$ cat config.mk
export PLATFORM = sky130hd
export DESIGN_NAME = stage3_fast_nn_sched
export DESIGN_NICKNAME = d
export VERILOG_FILES = /design/src/rtl/stage3_fast_nn_sched.sv
export SDC_FILE = /design/constraint.sdc
export NUM_CORES = 1
export LEC_CHECK = 0
export ABC_AREA = 1
export CAP_MARGIN = 30
export CORE_AREA = 2 2 341 343
export CTS_BUF_LIST = sky130_fd_sc_hd__clkbuf_8
export CTS_CLUSTER_SIZE = 8
export DETAILED_ROUTE_END_ITERATION = 16
export DIE_AREA = 0 0 343 345
export SLEW_MARGIN = 20
export SYNTH_ARGS = -nofsm -noshare
export SYNTH_HDL_FRONTEND = slang
export SYNTH_SLANG_ARGS = --single-unit
$ cat constraint.sdc
create_clock -name clk -period 2.2 [get_ports clk]
set_input_delay 0.55 -clock clk [delete_from_list [all_inputs] [get_ports clk]]
set_output_delay 0.55 -clock clk [all_outputs]
set_load 0.005 [all_outputs]
$ cat src/rtl/stage3_fast_nn_sched.sv
// stage3_fast_nn_sched
//
// Sequencing controller for the stage-3 NN fast-compression encoder.
// Accepts a group of up to three NN messages and feeds the present ones to an
// external combinational encoder one at a time, in slot order 1 -> 2 -> 3.
// The block owns the PID1/MC1/MT1 copy-operator field registers. After each
// message is handed downstream they are reloaded from that message, so each
// message is encoded against its predecessor's fields. Every encoder result
// is registered and presented downstream over a valid/ready handshake.
//
// Ports:
//   clk, rst_n              clock, asynchronous active-low reset
//   in_valid/in_ready       group handshake
//   in_mask                 bit i-1 set = slot i message present
//   in_msg_1..3             slot messages
//   dict_reset              clear field registers (block boundary)
//   enc_message             message presented to the encoder
//   enc_field_PID1/MC1/MT1  current field registers presented to the encoder
//   enc_fast, enc_length    encoder result (combinational from enc_*)
//   out_valid/out_ready     result handshake
//   out_data, out_len       registered encoder result
//   out_slot, out_last      source slot (1..3), last present message of group
//   msg_count               emitted-message counter (wraps)

`timescale 1ns/1ps

module stage3_fast_nn_sched #(
  parameter int MSG_W   = 32,
  parameter int FAST_W  = 344,
  parameter int LEN_W   = 8,
  parameter int PID_W   = 8,
  parameter int MC_W    = 8,
  parameter int MT_W    = 8,
  parameter int PID_LSB = 24,
  parameter int MC_LSB  = 16,
  parameter int MT_LSB  = 8
) (
  input  logic              clk,
  input  logic              rst_n,
  input  logic              in_valid,
  output logic              in_ready,
  input  logic [2:0]        in_mask,
  input  logic [MSG_W-1:0]  in_msg_1,
  input  logic [MSG_W-1:0]  in_msg_2,
  input  logic [MSG_W-1:0]  in_msg_3,
  input  logic              dict_reset,
  output logic [MSG_W-1:0]  enc_message,
  output logic [PID_W-1:0]  enc_field_PID1,
  output logic [MC_W-1:0]   enc_field_MC1,
  output logic [MT_W-1:0]   enc_field_MT1,
  input  logic [FAST_W-1:0] enc_fast,
  input  logic [LEN_W-1:0]  enc_length,
  output logic              out_valid,
  input  logic              out_ready,
  output logic [FAST_W-1:0] out_data,
  output logic [LEN_W-1:0]  out_len,
  output logic [1:0]        out_slot,
  output logic              out_last,
  output logic [15:0]       msg_count
);

  typedef enum logic [1:0] {IDLE, LOAD, HOLD} state_t;

  state_t state, next_state;

  logic [MSG_W-1:0] cap_msg_1, cap_msg_2, cap_msg_3;
  logic [2:0]       cap_mask;
  logic [1:0]       cur_slot;
  logic [MSG_W-1:0] cur_msg;
  logic [2:0]       slot_bit;
  logic [2:0]       mask_rem;
  logic             is_last;
  logic [PID_W-1:0] field_pid;
  logic [MC_W-1:0]  field_mc;
  logic [MT_W-1:0]  field_mt;

  // Slot number (1..3) of the lowest present message; 0 when none remain.
  function automatic logic [1:0] lowest_slot(input logic [2:0] m);
    if (m[0])      return 2'd1;
    else if (m[1]) return 2'd2;
    else if (m[2]) return 2'd3;
    else           return 2'd0;
  endfunction

  // Select the current slot's message, its mask bit, and whether any
  // later slot is still pending (which decides out_last).
  always_comb begin
    cur_msg  = cap_msg_1;
    slot_bit = 3'b000;
    is_last  = 1'b1;
    case (cur_slot)
      2'd1: begin
        cur_msg  = cap_msg_1;
        slot_bit = 3'b001;
        is_last  = ~|cap_mask[2:1];
      end
      2'd2: begin
        cur_msg  = cap_msg_2;
        slot_bit = 3'b010;
        is_last  = ~cap_mask[2];
      end
      2'd3: begin
        cur_msg  = cap_msg_3;
        slot_bit = 3'b100;
        is_last  = 1'b1;
      end
      default: begin
        cur_msg  = cap_msg_1;
        slot_bit = 3'b000;
        is_last  = 1'b1;
      end
    endcase
  end

  assign mask_rem = cap_mask & ~slot_bit;

  // In IDLE the encoder sees the slot-1 latched message; its result is
  // only sampled in LOAD.
  assign enc_message    = (state == IDLE) ? cap_msg_1 : cur_msg;
  assign enc_field_PID1 = field_pid;
  assign enc_field_MC1  = field_mc;
  assign enc_field_MT1  = field_mt;
  assign in_ready       = (state == IDLE);

  // State register.
  always_ff @(posedge clk or negedge rst_n) begin
    if (!rst_n) begin
      state <= IDLE;
    end else begin
      state <= next_state;
    end
  end

  // Next-state logic. An empty group is accepted and dropped in IDLE.
  always_comb begin
    next_state = state;
    case (state)
      IDLE: begin
        if (in_valid && (in_mask != 3'b000)) begin
          next_state = LOAD;
        end
      end
      LOAD: begin
        next_state = HOLD;
      end
      HOLD: begin
        if (out_ready) begin
          next_state = (mask_rem != 3'b000) ? LOAD : IDLE;
        end
      end
      default: begin
        next_state = IDLE;
      end
    endcase
  end

  // Datapath: group capture, result registration, and field update on
  // handshake. dict_reset is applied last so it overrides a coinciding
  // handshake update.
  always_ff @(posedge clk or negedge rst_n) begin
    if (!rst_n) begin
      cap_msg_1 <= '0;
      cap_msg_2 <= '0;
      cap_msg_3 <= '0;
      cap_mask  <= 3'b000;
      cur_slot  <= 2'd0;
      out_valid <= 1'b0;
      out_data  <= '0;
      out_len   <= '0;
      out_slot  <= 2'd0;
      out_last  <= 1'b0;
      msg_count <= 16'd0;
      field_pid <= '0;
      field_mc  <= '0;
      field_mt  <= '0;
    end else begin
      case (state)
        IDLE: begin
          if (in_valid) begin
            cap_msg_1 <= in_msg_1;
            cap_msg_2 <= in_msg_2;
            cap_msg_3 <= in_msg_3;
            cap_mask  <= in_mask;
            cur_slot  <= lowest_slot(in_mask);
          end
        end
        LOAD: begin
          out_data  <= enc_fast;
          out_len   <= enc_length;
          out_slot  <= cur_slot;
          out_last  <= is_last;
          out_valid <= 1'b1;
        end
        HOLD: begin
          if (out_ready) begin
            out_valid <= 1'b0;
            field_pid <= cur_msg[PID_LSB +: PID_W];
            field_mc  <= cur_msg[MC_LSB +: MC_W];
            field_mt  <= cur_msg[MT_LSB +: MT_W];
            cap_mask  <= mask_rem;
            cur_slot  <= lowest_slot(mask_rem);
            msg_count <= msg_count + 16'd1;
          end
        end
        default: begin
        end
      endcase
      if (dict_reset) begin
        field_pid <= '0;
        field_mc  <= '0;
        field_mt  <= '0;
      end
    end
  end

endmodule

# Word level (Yosys, flattened, before mapping)
# Cells that the tools add are included.
# totals
regBits	499
wordCells	74
in_bits	456
output_inout_bits	429
# classes
n_addsub	1
n_reduce_logical	16
n_eq_ne	8
n_bitwise	3
mux	31
# op_table
operator	count
$mux W8	9
$pmux W32 S2	1
$mux W32	1
$mux W2	10
$add A16 B1 Y16 const B	1
$reduce_and A2 Y1	5
$pmux W3 S3	1
$reduce_bool A2 Y1	4
$eq A2 B2 Y1 const B	3
$mux W3	2
$pmux W2 S3	1
$pmux W3 S2	1
$reduce_bool A3 Y1	2
$eq A2 B1 Y1 const B	2
$ne A2 B2 Y1 const B	2
$pmux W1 S2	2
$pmux W2 S2	1
$and A3 B3 Y3	1
$not A3 Y3	1
$reduce_and A3 Y1	1
$logic_not A2 Y1	1
$mux W1	2
$ne A2 B1 Y1 const B	1
$reduce_or A2 Y1	1
other kinds (3)	3

# Longest topological paths before layout
# Gate-level depths: netlist (run 1).
# depth
ltp_word	9
depth_mapped	10
mapped_depth_nobuf	8

# Worst setup path before layout (run 1)
# No wires, ideal clock.
# synth_path
path_kind	register to output
from	register cur_slot[0]
to	output port enc_message[15]
path_stages_with_launch	8
t_arrival_ps	1502
required_time_ps	1650
setup_slack_ps	148
path_buffers	2
cell_sequence	dfrtp_1 -> inv_1 -> ha_1 -> clkbuf_1 -> clkbuf_1 -> a22o_1 -> inv_1 -> o21ai_0
# synth_via
elab_chain_len	3
word_cells_on_any_way	4
classes_between	eq/ne: 2; mux: 2
# synth_lines
element	line_no	source
from (decl)	68	logic [1:0] cur_slot;
from (signal assigned)	184	cur_slot <= lowest_slot(in_mask);
from (signal assigned)	201	cur_slot <= lowest_slot(mask_rem);
$eq A2 B2 Y1	91	case (cur_slot)
$pmux W32 S2 (*)	91	
$mux W32 (*)	119	assign enc_message = (state == IDLE) ? cap_msg_1 : cur_msg;
to (decl)	47	output logic [MSG_W-1:0] enc_message,
# Every way passes the cells marked *; elsewhere a longest branch is shown, timed or not.

# Final worst setup path (run 1)
# layout_path
from	register cur_slot[1]
to	output port enc_message[8]
# The elaborated chain is that of the path after synthesis.

==> results of run 1 <==
-- critical path, cell delays in order (launching register included) --
cell	delay [ps]
dfrtp_1	430
ha_4	200
buf_12	140
nor2_4	170
buf_6	130
buf_6	110
buf_6	110
o21ai_2	50
o21ai_1	80
buf_2	130
-- cell usage in the layout (no fill, tap or decap), types with 3 or more instances in the layout --
master	synthesis	layout
o21ai_0	62	13
clkinv_2	0	6
buf_6	34	17
inv_2	0	17
nand4_1	6	6
clkbuf_8	0	114
clkdlybuf4s50_1	0	454
nand3_1	18	18
inv_1	48	63
nand2_1	183	182
nor2_4	5	6
buf_2	16	31
mux2_2	145	145
buf_4	7	99
nor2_1	19	18
xnor2_1	6	6
bufinv_16	0	3
mux2_4	300	300
o21ai_2	0	22
clkdlybuf4s15_2	0	10
mux2_1	3	3
dlygate4sd2_1	0	384
ha_1	6	4
diode_2	0	12
xor2_1	3	3
a22o_1	32	32
o21ai_1	1	27
dfrtp_2	0	5
dfrtp_1	499	494
nand2_2	4	3
buf_12	0	27
-- flip-flops by register name, summed over array words and instances (netlist names) --
name,flops
msg_count,16
out_data,344
enc_field_PID1,8
cap_msg_1,32
out_last,1
state,2
enc_field_MT1,8
enc_field_MC1,8
out_slot,2
cur_slot,2
out_len,8
cap_mask,3
cap_msg_2,32
cap_msg_3,32
out_valid,1
-- kinds of logic after synthesis --
group,share of synthesized area [%]
flip-flops,58.9
buffers and inverters,3.58
AO/OA/AOI/OAI,2.99
XOR/XNOR,0.372
adder cells (fa/ha/maj),0.354
AND/OR/NAND/NOR,4.72
multiplexers,29.1
-- per-stage QoR --
| step | total power, W | setup TNS (ps) | worst slack, ps | area (µm²) |
|---|---|---|---|---|
| 4_1_cts | 0.0523 | -24040 | -799 | 34300 |
| 5_1_grt | 0.0546 | -22540 | -771 | 34400 |
| 6_report | 0.0517 | -18530 | -623 | 34400 |
| 2_1_floorplan | 0.0285 | 0 | 148 | 21200 |
| 3_5_place_dp | 0.0436 | -6220 | -281 | 32400 |
| 3_3_place_gp | 0.0436 | -5560 | -239 | 32400 |
-- how the worst min path moves through the flow --
stage | start | end | slack [ps] | depth (start not counted)
6_report | rst_n | out_data[291] | 270 | 2
5_1_grt | rst_n | out_data[291] | 220 | 2
4_1_cts | rst_n | msg_count[0] | 150 | 2
3_5_place_dp | rst_n | msg_count[0] | 410 | 1
3_3_place_gp | rst_n | msg_count[0] | 410 | 1
2_1_floorplan | rst_n | cap_mask[0] | 250 | 0
-- power groups by stage --
stage | Sequential, W | Clock [W] | Combinational (W)
floorplan | 0.0163 | 0 | 0.0122
detailed placement | 0.0167 | 0 | 0.0269
global route | 0.0172 | 0.0102 | 0.0272
finish | 0.0166 | 0.00939 | 0.0257
CTS | 0.0166 | 0.00980 | 0.0259
global placement | 0.0168 | 0 | 0.0268
-- metal layers --
| metal | vias to the layer above | wire [µm] |
|---|---|---|
| met1 | 7953 | 37600 |
| met3 | 187 | 10500 |
| met2 | 720 | 44800 |
| met5 | - | 209 |
| li1 | 7020 | - |
| met4 | 30 | 3460 |
-- cell type report --
class	instances	share of cell area, %
clock buffer	114	4.56
multi-input combinational	804	23.5
tap	1524	5.54
antenna	12	0.0872
sequential	499	36.3
clock inverter	49	0.952
inverter	49	0.534
timing repair buffer	1031	28.5
-- repair_timing --
item / in CTS / in global routing
endpoints found under the setup margin: 429 / 33
resized for setup: 601 / 72
endpoints found under the hold margin: 211 / 0
gates cloned: 6 / 2
pin swaps: 12 / 20
hold buffers: 1 / 0
setup buffers: 49 / 5
==> flow_results.org, run 1 <==
** Status
- The flow ran to the end, but the final reports show violations.
- Violated checks :: setup timing

** Layout
- Cells with a size suffix above 1 make up 32.5% of the layout.
- Final net count :: 2943
- Counting the fill cells in the layout gives 11791.
- Non-filler instance count after layout :: 4082
- Final core area utilization :: 29.9%
- The multi-input combinational cells in the finished layout cover a total of 8100 µm².
- The sequential cells in the finished layout cover a total of 12500 µm².
- Compared with the post-synthesis result, the final layout area differs by 62.4%.

** GRT
- Maximum number of pins on one net before global-route repair :: 62
- The via count of the first global-routing pass came to 17450.
- After global routing the overflow that remains totals 0.
- First-pass GRT wire length :: 134 mm
- The global routing stage identified its most utilized layer as met2.
- For this run, the total global-route usage over all layers was measured as 15.9%.
- Met2 Track Usage GR :: 26.0%
- Global routing used 18.4% of the available met1 tracks.
- Antenna violations before repair :: 29
- Global routing consumed, on the met3 layer, 6.95% of the routing resources.

** Drt
- DR DRC count :: 0
- Before antenna repair, the detailed router went through 5 iterations.
- Mean routed wirelength per cell :: 23.7 µm
- Final antenna-violating net count :: 0
- Drt total wl :: 96.6 mm
- In the routed layout, each cell is associated on average with a via count of 3.90.
- The detailed router placed 15910 vias in this run.
- After the first detailed-routing iteration, the DRC count stood at 818.

** Timing
- Post-route fraction of the period consumed by the critical path :: 128%
- The routed design could run at a clock period as short as 2820 ps.
- The max-slew violation count is 0.
- Setup repair after global routing could not meet its margin everywhere.
- On the final layout, the worst hold slack is 271 ps.
- For the pin with the worst max-slew slack, the measured transition is 713 ps.
- Final worst setup slack :: -623 ps
- Measured against its own limit, the worst slew margin works out to 52.3%.
- The number of hold violations in the final report is 0.
- Fmax achieved :: 354 MHz
- Final setup viols :: 33
- Clock Skews :: 23.9 ps

** Synth
- Dominant synthesized flop cell :: dfrtp_1
- Top cell type's share of synthesized area :: 58.9%
- The mapped netlist covers 21200 µm².
- Summing the sequential cell areas from Yosys gives 58.9% of the chip area.
- Synth Warn # :: 0
- Of all cell types, the one taking the most synthesized area is dfrtp_1.
- For this run, asynchronously set or reset flops after synthesis account for 100%.
- Yosys cell types :: 29
- Each instance of the synthesized netlist takes up on average 14.9 µm².
- In this run, synthesis produced a sequential element count of 499.
- Leading cell types by count after synthesis :: dfrtp_1 (499), mux2_4 (300), nand2_1 (183)
- EDFF count, synth :: 0
- Cell types with the largest area share after synthesis :: dfrtp_1 (59%), mux2_4 (21%), mux2_2 (7.7%), nand2_1 (3.2%), buf_6 (1.8%)
- Net count of the mapped netlist :: 1887
- Yosys instantiated no cell more often than dfrtp_1.
- Counting every instance in the synthesized netlist gives 1425.

** CTS
- TritonCTS built the clock tree.
- Counting the buffers created by CTS gives 96.
- Source-to-sink clock delay at the later pin of the worst-skew pair :: 740 ps
- CTS saw 499 sinks.
- Clock root cell :: clkbuf_8
- Clock Tree Buf Depth :: 3
- Clock transition at the registers of the reported paths :: 50 ps
- # H-tree levels :: 3

** Power and ir drop
- Summed over all cells, the static leakage comes to 16.4 nW.
- Power share of the combinational group :: 49.7%
- Net switching power figure :: 0.0183 W
- The clock network accounts for 18.2% of the total power.
- Switching power as a share of total power :: 35.4%
- Largest vdd supply drop :: 0.901 mV
- Sequential cells burn 32.1% of the power.
- Power per standard cell area :: 1500 nW/µm²
- Internal power consumption :: 0.0334 W

** Die
- Effective utilization at floorplan :: 18.4%
- The core region is 115000 µm².
- In this run the horizontal extent of the chip is 343 µm.
- Full die area :: 118000 µm²
- Count of boundary I/O pins :: 885
- Height of the chip :: 345 µm
- The floorplan has 125 rows.

** Setup path
- Startpoint of the worst register-to-register path :: cur_slot[1]
- At the worst endpoint, the arrival time is 2270 ps.
- Worst reg-to-reg path cell count :: 10
- The worst setup path is launched from a flip-flop.
- CP Launch Point :: cur_slot[1]
- STA classifies the critical path endpoint as an output port.
- Capture point of the critical path :: enc_message[8]
- At the worst endpoint, the required time is 1650 ps.
- Worst-case register-to-register setup slack :: 360 ps
- The critical path is of the flip-flop to output port type.
- Maximum fanout encountered on the critical timing path :: 4
- In this run the critical register-to-register path is captured at enc_field_PID1[7].

** Worst hold path
- The tightest min-delay check is of the input port to asynchronous set/reset pin type.

** Placement
- Detailed placement ended at an HPWL of 74.5 mm.
- The congestion estimate from routability-driven global placement came to 0.925.
- Port buffering added 884 buffers.
- Including well taps, the total number of placed cells is 3850.

** Job
- Max_cap viols :: 0
No activity file was read; power rests on OpenSTA's default activity.
==> run 2, diff against run 1 <==
--- a/config.mk
+++ b/config.mk
@@ -12,6 +12,8 @@
 export CTS_CLUSTER_SIZE = 8
 export DETAILED_ROUTE_END_ITERATION = 16
 export DIE_AREA = 0 0 343 345
+export SKIP_CTS_REPAIR_TIMING = 1
+export SKIP_LAST_GASP = 1
 export SLEW_MARGIN = 20
 export SYNTH_ARGS = -nofsm -noshare
 export SYNTH_HDL_FRONTEND = slang
==> flow_results.org, run 2 (synthesis results as in run 1) <==
** Setup path
- The slowest stage of the critical path belongs to the cell dfrtp_1.
- Startpoint of the worst register-to-register path :: cur_slot[0]
- The most critical setup path has its startpoint at cur_slot[1].
- Kind of cell adding the most delay to the critical path :: buffers and inverters
- Class of the most critical setup path :: flip-flop to output port
- The critical path contains buffers and inverters numbering 5 combined.
- In this design, the critical path's most frequently occurring cell is buf_12.
- Crit end category :: output port
- Along the worst path, the maximum fanout reaches 7.
- Data arrival time of the worst path :: 2360 ps
- Critical path startpoint category :: flip-flop
- Required time at the endpoint of the critical path :: 1650 ps
- For the worst flop-to-flop path, the logic depth is 14.
- In this design, the stage delay of the slowest critical-path cell is 420 ps.
- Cell Chain, Critical Path :: ha_2 > buf_12 > nor2_4 > buf_6 > buf_12 > buf_12 > o21ai_2 > o21ai_1 > buf_2
- The worst register-to-register path has a setup slack of 210 ps.
- In this run the critical register-to-register path is captured at enc_field_PID1[4].

** Timing
- Slew HR :: 52.7%
- Final Max Tran Viols :: 0
- Clock Skews :: 24.1 ps
- Final-report hold violation count :: 0
- At the pin with the least slew margin, the transition time is 708 ps.
- Setup violations remaining at the end of the flow were counted as 33.
- Summed over all failing endpoints, the final setup total negative slack is -20130 ps.
- In the finished design, the share of the clock period the worst path needs comes to 132%.
- RSZ-0062 raised after global routing :: yes
- The worst path in the final design needs a cycle of 2910 ps, including I/O delays and setup.
- Static timing analysis puts the maximum clock frequency at 343 MHz.
- Final worst setup slack :: -715 ps

** Layout
- The final layout contains 2957 nets.
- Of the cells placed in the final design, the portion with a size suffix greater than 1 is 31.4%.
- Post-route cell area :: 36000 µm²
- The register with the most flip-flops in the final layout is out_data.
- In the layout the commonest cells are dfrtp_1 (491), clkdlybuf4s50_1 (459), dlymetal6s2s_1 (391), mux2_4 (300), nand2_1 (182).
- Leaving out fill and tap cells, the most frequent cell in the layout is dfrtp_1.
- Layout area overhead :: 69.7%
- The register with the most flip-flops in the layout has 344 of them.
- Measured on the finished design, the core utilization comes to 31.3%.

** GRT
- Maximum number of pins on one net before global-route repair :: 62
- Global route overflow :: 0
- The number of antenna violations at the first check in global routing is 31.
- The first global-routing pass estimated 131 mm of wire.
- Total Routing Usage GR :: 15.5%
- The via count of the first global-routing pass came to 16952.

** CTS
- Clock root cell :: clkbuf_8
- Clock Tree Buf Depth :: 3
- Total CTS buffers :: 96
- Clock tree synthesis found a total of 499 sinks.
- Clock-pin slew was measured on the worst setup and hold paths at 50 ps.
- TritonCTS clock tree :: built
- Clock latency on the worst-skew pair, taken at its later pin, is 740 ps.
- # H-tree levels :: 3

** Die
- Full die area :: 118000 µm²
- Measured along the y axis, the die boundary spans 345 µm.
- The region available for standard cell placement spans 115000 µm².
- Die Width :: 343 µm
- Count of boundary I/O pins :: 885
- The initialized floorplan defines 125 standard-cell rows.
- Once the floorplan was initialized, standard cells occupied 18.4% of the core.

** Drt
- The routed design uses 11.2 mm of met3 wire.
- Vias per cell :: 3.91
- Sum of routed wire segments on met1 :: 36.9 mm
- DR DRC count :: 0
- The routed design has 97.1 mm of wire.
- The first detailed-routing pass took 4 iterations.
- Final antenna-violating net count :: 0
- Total number of vias :: 16022
- Mean routed wirelength per cell :: 23.7 µm
- The routed design uses 44.9 mm of met2 wire.
- In this run, the number of DRC markers left after iteration 0 of detailed routing was 732.
- The highest layer touched by signal routing is met5.

** Placement
- Buffers placed on the I/O ports in this run total 884.
- GPL Wtd Cong :: 0.925
- OpenSTA, run right after detailed placement, puts the worst setup slack at -281 ps.
- Detailed-placement wirelength estimate :: 74.5 mm
- After detailed placement, the total cell area comes to 32400 µm².

** Power and ir drop
- Internal power consumption :: 0.0351 W
- Overall power :: 0.0533 W
- Proportion of power drawn by the clock network :: 17.6%
- IR analysis of the VDD net gives a maximum drop of 0.812 mV.
- Registers are responsible for 31.2% of the overall power.
- Net switching power figure :: 0.0182 W
- Power spread over the standard cell area amounts to 1480 nW/µm².
- Combinational logic burns 51.2% of the power.
- In this run switching power makes up 34.2% of total power.
- The analysis attributes to cell leakage a power of 19.7 nW.

** Status
- Violated checks :: setup timing
- The run finished, with violations left.

** Worst hold path
- Type of the worst min-delay path :: input port to asynchronous set/reset pin

** Job
- Max_cap viols :: 0
==> run 2: cell count changes in the layout (fill, tap and decap cells not counted), sizes merged <==
| cell | delta |
|---|---|
| dlymetal6s2s | +391 |
| dlygate4sd2 | -384 |
| diode | +2 |
| clkdlybuf4s50 | +5 |
| buf | +1 |
| bufbuf | -2 |
| clkdlybuf4s15 | -12 |
| clkbuf | +15 |
==> run 2: per-layer routing <==
layer | global-route usage [%] | vias up
met5 | 0 | -
met3 | 7.05 | 203
li1 | - | 7058
met4 | 4.40 | 34
met1 | 18.2 | 7990
met2 | 25.3 | 737
==> run 2: layout make-up <==
| type | instances | area, µm² |
|---|---|---|
| fill | 11551 | 79100 |
| sequential | 499 | 12500 |
| timing repair buffer | 1045 | 11400 |
| multi-input combinational | 804 | 8040 |
| tap | 1524 | 1910 |
| clock buffer | 114 | 1570 |
| clock inverter | 49 | 328 |
| inverter | 49 | 184 |
| antenna | 14 | 35.0 |
==> run 2: worst max path at each step <==
| stage | endpoint | slack [ps] | depth (start not counted) |
|---|---|---|---|
| floorplan | enc_message[15] | 150 | 7 |
| detailed placement | enc_message[18] | -280 | 8 |
| global route | enc_message[19] | -880 | 10 |
| CTS | enc_message[18] | -1120 | 8 |
| finish | enc_message[29] | -710 | 9 |
| global placement | enc_message[18] | -240 | 8 |
==> run 2: power groups by stage <==
stage	registers, W	clock network (W)	logic (W)
after floorplan	0.0163	0	0.0122
after global placement	0.0168	0	0.0268
after detailed placement	0.0167	0	0.0269
after CTS	0.0168	0.00980	0.0271
after global routing	0.0172	0.0102	0.0288
final	0.0166	0.00939	0.0273
==> run 2: stage by stage <==
stage / cells / hold WS, ps
4_1_cts: 4013 / -442
3_5_place_dp: 3850 / 413
3_3_place_gp: 3850 / 413
5_1_grt: 4085 / 218
6_report: 4098 / 271
2_1_floorplan: 1425 / 254
